$ cat src/rtl/cr16_pkg.sv
`default_nettype none
//------------------------------------------------------------------------------
// Module   : cr16_pkg
// Purpose  : CR16 control codes, ALU opcode enum, FSM state type and helpers.
// Revision : 1.0 - initial release
//------------------------------------------------------------------------------
package cr16_pkg;

   localparam logic [3:0] c_OP_REG    = 4'b0000;
   localparam logic [3:0] c_CODE_ADD  = 4'b0101;
   localparam logic [3:0] c_CODE_SUB  = 4'b1001;
   localparam logic [3:0] c_CODE_CMP  = 4'b1011;
   localparam logic [3:0] c_CODE_AND  = 4'b0001;
   localparam logic [3:0] c_CODE_OR   = 4'b0010;
   localparam logic [3:0] c_CODE_XOR  = 4'b0011;
   localparam logic [3:0] c_CODE_MOV  = 4'b1101;

   typedef enum logic [3:0] {
      ALU_NOP = 4'd0,
      ALU_ADD = 4'd1,
      ALU_SUB = 4'd2,
      ALU_CMP = 4'd3,
      ALU_AND = 4'd4,
      ALU_OR  = 4'd5,
      ALU_XOR = 4'd6,
      ALU_MOV = 4'd7
   } alu_op_e;

   typedef enum logic [1:0] {
      ST_FETCH   = 2'd0,
      ST_DECODE  = 2'd1,
      ST_EXECUTE = 2'd2
   } state_e;

   // Shared by register opext and immediate op fields; ALU_NOP marks an unknown code.
   function automatic alu_op_e code_to_alu(input logic [3:0] code);
      case (code)
         c_CODE_ADD: code_to_alu = ALU_ADD;
         c_CODE_SUB: code_to_alu = ALU_SUB;
         c_CODE_CMP: code_to_alu = ALU_CMP;
         c_CODE_AND: code_to_alu = ALU_AND;
         c_CODE_OR:  code_to_alu = ALU_OR;
         c_CODE_XOR: code_to_alu = ALU_XOR;
         c_CODE_MOV: code_to_alu = ALU_MOV;
         default:    code_to_alu = ALU_NOP;
      endcase
   endfunction

   function automatic logic is_signed_imm(input alu_op_e op);
      is_signed_imm = (op == ALU_ADD) || (op == ALU_SUB) || (op == ALU_CMP);
   endfunction

endpackage
`default_nettype wire

$ cat src/rtl/cr16_instr_decoder.sv
`default_nettype none
//------------------------------------------------------------------------------
// Module   : cr16_instr_decoder
// Purpose  : Combinational map from a 16-bit CR16 word to datapath controls.
// Revision : 1.0 - initial release
//------------------------------------------------------------------------------
module cr16_instr_decoder
   import cr16_pkg::*;
#(
   parameter int NUM_REGS = 16
)
(
   input  logic [15:0] i_instr,
   output logic [3:0]  o_a_sel,
   output logic [3:0]  o_b_sel,
   output logic [15:0] o_immediate,
   output logic        o_imm_sel,
   output logic [3:0]  o_opcode,
   output logic        o_wr_en,
   output logic        o_illegal
);

   logic [3:0] w_op;
   logic [3:0] w_rdest;
   logic [3:0] w_ext;
   logic [3:0] w_rsrc;
   logic       w_reg_form;
   logic       w_bad;
   alu_op_e    w_alu;

   assign w_op    = i_instr[15:12];
   assign w_rdest = i_instr[11:8];
   assign w_ext   = i_instr[7:4];
   assign w_rsrc  = i_instr[3:0];

   always_comb begin
      w_reg_form  = (w_op == c_OP_REG);
      w_alu       = w_reg_form ? code_to_alu(w_ext) : code_to_alu(w_op);
      // Rsrc only names a register in the register form; otherwise it is imm-low.
      w_bad       = (w_alu == ALU_NOP) ||
                    (int'(w_rdest) >= NUM_REGS) ||
                    (w_reg_form && (int'(w_rsrc) >= NUM_REGS));
      o_a_sel     = '0;
      o_b_sel     = '0;
      o_immediate = '0;
      o_imm_sel   = 1'b0;
      o_opcode    = '0;
      o_wr_en     = 1'b0;
      o_illegal   = w_bad;
      if (!w_bad) begin
         o_a_sel  = w_rdest;
         o_opcode = w_alu;
         o_wr_en  = (w_alu != ALU_CMP);
         if (w_reg_form) begin
            o_b_sel = w_rsrc;
         end else begin
            o_imm_sel   = 1'b1;
            o_immediate = is_signed_imm(w_alu) ? {{8{i_instr[7]}}, i_instr[7:0]}
                                               : {8'h00, i_instr[7:0]};
         end
      end
   end

endmodule
`default_nettype wire

$ cat src/rtl/cr16_control_fsm.sv
`default_nettype none
//------------------------------------------------------------------------------
// Module   : cr16_control_fsm
// Purpose  : FETCH/DECODE/EXECUTE control sequencer for the CR16 datapath.
//            Define CR16_CTRL_INSTR_COUNT_EN to add the O_INSTR_COUNT counter.
// Revision : 1.0 - initial release
//------------------------------------------------------------------------------
module cr16_control_fsm
   import cr16_pkg::*;
#(
   parameter int NUM_REGS = 16
)
(
   input  logic                I_CLK,
   input  logic                I_NRESET,
   input  logic [15:0]         I_INSTR,
   input  logic                I_INSTR_VALID,
   output logic                O_INSTR_READY,
   output logic [NUM_REGS-1:0] O_REG_ENABLE,
   output logic [3:0]          O_READ_PORT_A_SEL,
   output logic [3:0]          O_READ_PORT_B_SEL,
   output logic [15:0]         O_IMMEDIATE,
   output logic                O_IMM_SEL,
   output logic [3:0]          O_OPCODE,
   output logic                O_ILLEGAL
`ifdef CR16_CTRL_INSTR_COUNT_EN
   ,
   output logic [15:0]         O_INSTR_COUNT
`endif
);

   state_e      r_state;
   state_e      w_next;
   logic [15:0] r_instr;

   logic [3:0]  w_a_sel;
   logic [3:0]  w_b_sel;
   logic [15:0] w_immediate;
   logic        w_imm_sel;
   logic [3:0]  w_opcode;
   logic        w_wr_en;
   logic        w_illegal;

   cr16_instr_decoder #(
      .NUM_REGS (NUM_REGS)
   ) u_decoder (
      .i_instr     (r_instr),
      .o_a_sel     (w_a_sel),
      .o_b_sel     (w_b_sel),
      .o_immediate (w_immediate),
      .o_imm_sel   (w_imm_sel),
      .o_opcode    (w_opcode),
      .o_wr_en     (w_wr_en),
      .o_illegal   (w_illegal)
   );

   always_ff @(posedge I_CLK) begin
      if (!I_NRESET) begin
         r_state <= ST_FETCH;
         r_instr <= '0;
      end else begin
         r_state <= w_next;
         if ((r_state == ST_FETCH) && I_INSTR_VALID)
            r_instr <= I_INSTR;
      end
   end

   always_comb begin
      w_next = ST_FETCH;
      case (r_state)
         ST_FETCH:   w_next = I_INSTR_VALID ? ST_DECODE : ST_FETCH;
         ST_DECODE:  w_next = w_illegal ? ST_FETCH : ST_EXECUTE;
         ST_EXECUTE: w_next = ST_FETCH;
         default:    w_next = ST_FETCH;
      endcase
   end

   // Controls are only live in DECODE/EXECUTE; FETCH drives them to zero.
   always_comb begin
      O_INSTR_READY     = 1'b0;
      O_REG_ENABLE      = '0;
      O_READ_PORT_A_SEL = '0;
      O_READ_PORT_B_SEL = '0;
      O_IMMEDIATE       = '0;
      O_IMM_SEL         = 1'b0;
      O_OPCODE          = '0;
      O_ILLEGAL         = 1'b0;
      case (r_state)
         ST_FETCH: begin
            O_INSTR_READY = 1'b1;
         end
         ST_DECODE, ST_EXECUTE: begin
            O_READ_PORT_A_SEL = w_a_sel;
            O_READ_PORT_B_SEL = w_b_sel;
            O_IMMEDIATE       = w_immediate;
            O_IMM_SEL         = w_imm_sel;
            O_OPCODE          = w_opcode;
            if (r_state == ST_DECODE)
               O_ILLEGAL = w_illegal;
            else if (w_wr_en)
               O_REG_ENABLE = NUM_REGS'(1) << w_a_sel;
         end
         default: begin
            O_INSTR_READY = 1'b0;
         end
      endcase
   end

`ifdef CR16_CTRL_INSTR_COUNT_EN
   logic [15:0] r_count;

   // Only legal words reach EXECUTE, so leaving it marks one retired instruction.
   always_ff @(posedge I_CLK) begin
      if (!I_NRESET)
         r_count <= '0;
      else if (r_state == ST_EXECUTE)
         r_count <= r_count + 16'd1;
   end

   assign O_INSTR_COUNT = r_count;
`endif

endmodule
`default_nettype wire

$ cat config.mk
export PLATFORM = sky130hd
export DESIGN_NAME = cr16_control_fsm
export DESIGN_NICKNAME = d
export VERILOG_FILES = /design/src/rtl/cr16_pkg.sv /design/src/rtl/cr16_instr_decoder.sv /design/src/rtl/cr16_control_fsm.sv
export SDC_FILE = /design/constraint.sdc
export NUM_CORES = 1
export LEC_CHECK = 0
export BUFFER_PORTS_ARGS = -buffer_cell sky130_fd_sc_hd__buf_4
export CAP_MARGIN = 40
export CORE_UTILIZATION = 45
export CTS_BUF_LIST = sky130_fd_sc_hd__clkbuf_2
export DETAILED_ROUTE_END_ITERATION = 12
export PLACE_DENSITY = 0.81
export SYNTH_ARGS = -nofsm -noshare
export SYNTH_HDL_FRONTEND = slang
export SYNTH_SLANG_ARGS = --single-unit
$ cat constraint.sdc
create_clock -name I_CLK -period 2 [get_ports I_CLK]
set_input_delay 0.2 -clock I_CLK [delete_from_list [all_inputs] [get_ports I_CLK]]
set_output_delay 0.2 -clock I_CLK [all_outputs]
set_load 0.05 [all_outputs]
==> metrics, run 1 <==
post-synth net total=229; register area share after synthesis=22.1%; prevailing post-synth register cell=dfxtp_1; Post-synth EDFFs=0; cell taking the most area after synthesis=dfxtp_1; largest net degree at the start of global routing=19; die width=62.3 um; clk buf depth=2; row count=21; Cell variety after synth=52; post-synth top area share=22.1%; Initial Util=47.8%; initial antenna violation count=0; Synth Register Bits=18; Post-DP HPWL=3630 um; CTS Buf Count=3; Cells after DPL=323; CTS root buf=clkbuf_2; top cells by area, synth=dfxtp_1 (22%), nand2_1 (10%), a21boi_0 (7.4%), buf_4 (5.5%), clkbuf_8 (4.2%); PortBufs=64; Post-synth top cells=nand2_1 (45), dfxtp_1 (18), a21boi_0 (16); WEP type=top-level output; Failed at=5_1_grt; Log Error=[ERROR DPL-0033] detailed placement checks failed during check placement.; IO Pins=66; run status=did not finish; dpl cell area=0.00257 mm2; most numerous cell in the Yosys netlist=nand2_1; cells after synthesis=208; clk sink count=18; Post-Syn Area per Cell=7.86 um2; GPL Wtd Cong=0.856; GR repair worst EP=O_REG_ENABLE[14]; fraction of registers with async set/reset=0%; post-synthesis cell area=0.00163 mm2; Die Height=62.3 um; CTS H-Tree Depth=1; Yosys warning total=0
[cells by family after synthesis]
family	count (synthesis)	synth area share (%)
and+or+nand+nor	91	29.6
AOI/OAI and AO/OA	59	30.3
buffers and inverters	34	14.6
DFF	18	22.1
adders and majority gates	2	1.53
xor gates and xnor gates	2	1.07
other	1	0.229
muxes	1	0.613
[through the flow]
step                      setup WS, ns  utilization (%)  TNS [ns]  hold WS [ns]
after floorplan                 -0.297                -     -5.05         0.337
after CTS                       -0.452             89.6    -11.43         0.132
after global placement          -0.295             74.9     -3.98         0.457
after detailed placement        -0.231             75.3     -2.50         0.458
[repair_timing]
| item | 4_1_cts |
|---|---|
| setup buffers | 16 |
| resized for setup | 82 |
| setup endpoints to repair | 42 |
| hold endpoints to repair | 0 |
| pin swaps | 20 |
| cloned | 1 |
| hold buffers | 0 |
==> run 2, diff against run 1 <==
--- a/config.mk
+++ b/config.mk
@@ -7,10 +7,9 @@
 export LEC_CHECK = 0
 export BUFFER_PORTS_ARGS = -buffer_cell sky130_fd_sc_hd__buf_4
 export CAP_MARGIN = 40
-export CORE_UTILIZATION = 45
-export CTS_BUF_LIST = sky130_fd_sc_hd__clkbuf_2
+export CORE_UTILIZATION = 40
 export DETAILED_ROUTE_END_ITERATION = 12
-export PLACE_DENSITY = 0.81
+export PLACE_DENSITY_LB_ADDON = 0.15
 export SYNTH_ARGS = -nofsm -noshare
 export SYNTH_HDL_FRONTEND = slang
 export SYNTH_SLANG_ARGS = --single-unit
==> constraint.sdc (replaced) <==
create_clock -name I_CLK -period 2.6 [get_ports I_CLK]
set_input_delay 0.26 -clock I_CLK [delete_from_list [all_inputs] [get_ports I_CLK]]
set_output_delay 0.26 -clock I_CLK [all_outputs]
set_load 0.05 [all_outputs]
==> run 2 against run 1 <==
  * The run now ends clean
  * Synthesized cell count unchanged
  * Area after synthesis is the same
==> metrics, run 2 <==
worst skew pair latency=0.26 ns; top cells by area, synth=dfxtp_1 (22%), nand2_1 (10%), a21boi_0 (7.4%), buf_4 (5.5%), clkbuf_8 (4.2%); Initial Util=43.0% (-4.8 points); Post-synth top cells=nand2_1 (45), dfxtp_1 (18), a21boi_0 (16); Layout Nets=285; die area=0.00434 mm2; Post-DP HPWL=3090 um (-15%); prevailing post-synth register cell=dfxtp_1; maximum vdd drop=0.269 mV; most frequent CP cell=buf_4; Crit. End Element=output pin; DRC Markers=0; CTS Buf Count=3 (unchanged); PortBufs=64 (unchanged); Yosys warning total=0 (unchanged); max-cap violations=0; Largest Register=r_instr; Crit Path Class=register to output pin; Hold Vio Cnt, Final=0; Crit path max-delay family=compound AO/OA/AOI/OAI gates; post-synthesis cell area=0.00163 mm2 (unchanged); final setup violation count=0; most frequent cells in the layout=buf_4 (74), nand2_1 (45), dfxtp_1 (17), a21boi_0 (16), a21oi_1 (13); via/cell ratio=5.26; cell taking the most area after synthesis=dfxtp_1; CTS H-Tree Depth=1 (unchanged); fraction of registers with async set/reset=0% (unchanged); worst endpoint required time=2.34 ns; initial antenna violation count=0; gr usage total=20.6%; Iteration-0 DRC Markers=76; pins over their slew limit=0; die width=65.9 um (+5.9%); Die Height=65.9 um (+5.9%); Cell variety after synth=52 (unchanged); cell area after layout=0.00225 mm2; nature of the critical path startpoint=register; crit path cell chain=buf_4, or4_4, a21oi_2, a211oi_4, a2111oi_2, buf_4; CP bufs+invs=2; Crit-path slowest cell=or4_4; vias=1636; most numerous cell in the Yosys netlist=nand2_1; clk buf depth=2 (unchanged); Synth Register Bits=18 (unchanged); GRT overflow=0; worst min-delay path class=input pin to register; DR WL/cell=14.0 um; clk sink count=18 (unchanged); CTS tree=built; Post-Syn Area per Cell=7.86 um2 (unchanged); crit path DAT=2.31 ns; Rel. slew slack=51.6%; DRT Pass-1 Iters=4; GPL Wtd Cong=0.833 (-2.7%); first-pass GRT wire length=6900 um; Top Registers=r_instr: 16 flops, r_state: 2 flops; vias in the first global route=1406; commonest non-fill, non-tap cell in the layout=buf_4; share of layout cells above drive strength 1=44.5%; worst-case clock skew=0.0108 ns; cells after synthesis=208 (unchanged); Core Region=0.00380 mm2; final hold slack=0.248 ns; RSZ-0062 raised after global routing=true; Area Growth Syn to Fin=37.7%; DRT Wirelength=4350 um; Hold Buf Count CTS=0 (unchanged); dpl cell area=0.00213 mm2 (-17%); max FFs per register=16; Worst-path clk slew=0.08 ns; DRT antenna net count=0; register area share after synthesis=22.1% (unchanged); CTS root buf=clkbuf_8; row count=22 (+4.8%); post-synth top area share=22.1% (unchanged); Power Density=409 mW/mm2; CP peak stage delay=0.52 ns; ANT cells=0; post-synth net total=229 (unchanged); Post-synth EDFFs=0 (unchanged); largest net degree at the start of global routing=24; Tmin final=2.57 ns; IO Pins=66 (unchanged); run status=finished, final reports clean; Fmax=389 MHz; maximum fanout along the worst path=9; fin crit share=98.7%; Leakage Power=0.875 nW; pin slew with the least headroom to its limit=0.721 ns
run 2: cell counts after synthesis:
No cell type changed its count.
run 2: logic make-up after synthesis:
family / after synthesis / share of synthesized area (%)
fa+ha+maj: 2 / 1.53
other cells: 1 / 0.229
xor+xnor: 2 / 1.07
simple gates: 91 / 29.6
buf+inv: 34 / 14.6
compound gates: 59 / 30.3
flops: 18 / 22.1
mux: 1 / 0.613
run 2: layer usage:
metal,GRT usage [%],routed length [um],vias to the layer above
met3,4.31,171,2
li1,-,-,833
met2,33.2,2130,36
met5,0,0,-
met1,28.6,2030,765
met4,2.45,19,0
run 2: final cells by class:
cell class | count | area [um2]
inverters | 7 | 26.3
repair buffers | 78 | 609
well taps | 48 | 60.1
fillers | 377 | 1550
multi-input cells | 156 | 1140
clock buffers | 4 | 55.1
flip-flops and latches | 18 | 362
run 2: repair_timing:
action | 4_1_cts | 5_1_grt
pin swaps | 0 | 3
setup buffers | 0 | 4
gates resized for setup | 3 | 5
setup endpoints to repair | 10 | 25
run 2: worst min-delay path, delay by kind of cell:
| kind | cells | cell delay, ns |
|---|---|---|
| AOI/OAI and AO/OA | 1 | 0.06 |
| buffers and inverters | 1 | 0.11 |
| and+or+nand+nor | 1 | 0.04 |
run 2: report_power, final:
group | leakage [nW] | internal [mW] | switching (mW)
logic | 0.698 | 0.137 | 0.226
clock network | 0.0288 | 0.135 | 0.0996
registers | 0.148 | 0.294 | 0.0284
total | 0.875 | 0.566 | 0.354
run 2: through the flow:
step	total power, mW	worst slack, ns	std cells	setup TNS [ns]	utilization [%]
finish	0.920	0.0325	311	0	59.2
floorplan	0.589	-0.591	208	-1.59	-
global route	0.974	-0.0478	311	-0.137	59.2
global placement	0.666	0.215	303	0	56.0
detailed placement	0.668	0.201	303	0	56.0
CTS	0.916	0.000519	307	0	57.9
run 2: worst paths after layout:
path,cells after the start,end,slack [ns],from
max reg2reg,5,r_state[1],0.86,r_instr[6]
min reg2reg,2,r_instr[0],0.49,r_instr[0]
min,3,r_instr[6],0.25,I_INSTR[6]
max,6,O_REG_ENABLE[6],0.03,r_instr[7]
Power figures use the tool's default switching activity.
==> run 3, diff against run 2 <==
==> constraint.sdc (replaced) <==
create_clock -name I_CLK -period 3.1 [get_ports I_CLK]
set_input_delay 0.31 -clock I_CLK [delete_from_list [all_inputs] [get_ports I_CLK]]
set_output_delay 0.31 -clock I_CLK [all_outputs]
set_load 0.05 [all_outputs]
==> run 3 against run 2 <==
  * Sequential share of layout area up 1.5 points
  * Via count is 4.3% lower
  * Register-to-register slack better by 0.28 ns
  * Non-clock buffer count fell by 12
  * Setup slack better by 0.29 ns
  * Combinational power is 35% lower
  * Sequential power is 13% lower
  * Total power decreased by 23%
  * Critical path type unchanged
==> metrics, run 3 (synthesis results as in run 2) <==
busiest grt layer=met2; GR Util met2=31.3% (-1.9 points); Power Density=345 mW/mm2 (-16%); DRT Wirelength=3980 um (-8.5%); die width=65.9 um (unchanged); fin crit share=89.5%; largest net degree at the start of global routing=24 (unchanged); cell area after layout=0.00205 mm2 (-8.7%); Core Region=0.00380 mm2 (unchanged); initial antenna violation count=0 (unchanged); most frequent cells in the layout=buf_4 (66), nand2_1 (45), dfxtp_1 (18), a21boi_0 (16), a21oi_1 (13); GRT overflow=0 (unchanged); pin slew with the least headroom to its limit=0.668 ns (-0.0534 ns); met1 Use GR=26.5% (-2.1 points); CTS tree=built; worst-case clock skew=0.00203 ns (-0.00874 ns); run status=finished, final reports clean; first-pass GRT wire length=6510 um (-5.7%); DRT Pass-1 Iters=4 (unchanged); max-cap violations=0 (unchanged); FF-to-FF path depth=4 (-1); GR Util met3=4.31% (unchanged); ANT cells=0 (unchanged); maximum vdd drop=0.210 mV (-22%); worst endpoint required time=2.79 ns (+0.45 ns); gr usage total=19.1% (-1.5 points); dpl cell area=0.00200 mm2 (-6.1%); vias in the first global route=1370 (-2.6%); worst min-delay path class=input pin to register; commonest non-fill, non-tap cell in the layout=buf_4; DR WL/cell=13.3 um (-4.8%); Fmax=360 MHz; Worst Hold Depth=2 (-1); Crit Path Class=register to output pin; Area Growth Syn to Fin=25.7%; CTS root buf=clkbuf_8; clk buf depth=2 (unchanged); CTS H-Tree Depth=1 (unchanged); Die Height=65.9 um (unchanged); Tmin final=2.77 ns; row count=22 (unchanged); Rel. slew slack=55.1% (+3.5 points); Initial Util=43.0% (unchanged); Post-CTS Resized=0 (-3); Leakage Power=0.795 nW (-9.2%); setup TNS=0 ns (unchanged); Post-DP HPWL=2950 um (-4.7%); Worst-path clk slew=0.07 ns (about the same); setup bufs post-CTS=0 (unchanged); Crit. End Element=output pin; nature of the critical path startpoint=register; Iteration-0 DRC Markers=132 (+74%); worst skew pair latency=0.25 ns (about the same); DRT antenna net count=0 (unchanged); RSZ-0062 raised after global routing=false; pins over their slew limit=0 (unchanged); clk sink count=18 (unchanged); via/cell ratio=5.23 (-0.50%); die area=0.00434 mm2 (unchanged); CTS Buf Count=3 (unchanged); maximum fanout along the worst path=16 (+7); Largest Register=r_instr; crit path DAT=2.46 ns (+0.15 ns); Tot Pwr=0.709 mW (-23%); Layout Nets=273 (-4.2%); max FFs per register=16 (unchanged); IO Pins=66 (unchanged); vias=1565 (-4.3%); GPL Wtd Cong=0.796 (-4.5%); final setup violation count=0 (unchanged); Hold Buf Count CTS=0 (unchanged); DRC Markers=0 (unchanged); share of layout cells above drive strength 1=36.3% (-8.2 points); Top Registers=r_instr: 16 flops, r_state: 2 flops; PortBufs=64 (unchanged); Hold Vio Cnt, Final=0 (unchanged)
[run 3: worst max-delay path, cell delays in order, from the launching register on]
cell       delay [ns]
dfxtp_1          0.55
or3b_2           0.49
a21oi_2          0.16
a211oi_2         0.05
buf_4            0.21
a2111oi_1        0.47
buf_4            0.28
[run 3: routing by layer]
metal / vias up / wire length [um] / share of wire (%)
met2: 43 / 1910 / 48
met4: 0 / 0 / 0
met5: - / 0 / 0
met1: 718 / 1880 / 47
li1: 804 / - / -
met3: 0 / 191 / 4.8
[run 3: cell type report]
class / instances / area [um2]
fillers: 379 / 1740
inverters: 7 / 26.3
well taps: 48 / 60.1
clock buffers: 4 / 55.1
multi-input cells: 156 / 1060
repair buffers: 66 / 495
flip-flops and latches: 18 / 360
[run 3: where the power goes]
group / switching (mW) / leakage (nW) / internal (mW)
Clock: 0.0795 / 0.0288 / 0.113
Sequential: 0.0345 / 0.148 / 0.246
Combinational: 0.150 / 0.618 / 0.0855
Total: 0.264 / 0.795 / 0.445
[run 3: stage by stage]
stage,worst slack [ns],utilization (%),hold slack (ns),cells
global route,0.149,54.1,0.301,299
CTS,0.309,54.1,0.291,299
global placement,0.630,52.6,0.466,295
detailed placement,0.599,52.6,0.472,295
finish,0.326,54.1,0.301,299
floorplan,-0.277,-,0.452,208
[run 3: worst paths after layout]
check / slack, ns / from / endpoint
worst max-delay path: 0.33 / r_instr[5] / O_REG_ENABLE[2]
worst max register to register: 1.14 / r_instr[12] / r_state[1]
worst min-delay path: 0.30 / I_INSTR_VALID / r_state[0]
worst min register to register: 0.48 / r_instr[1] / r_instr[1]
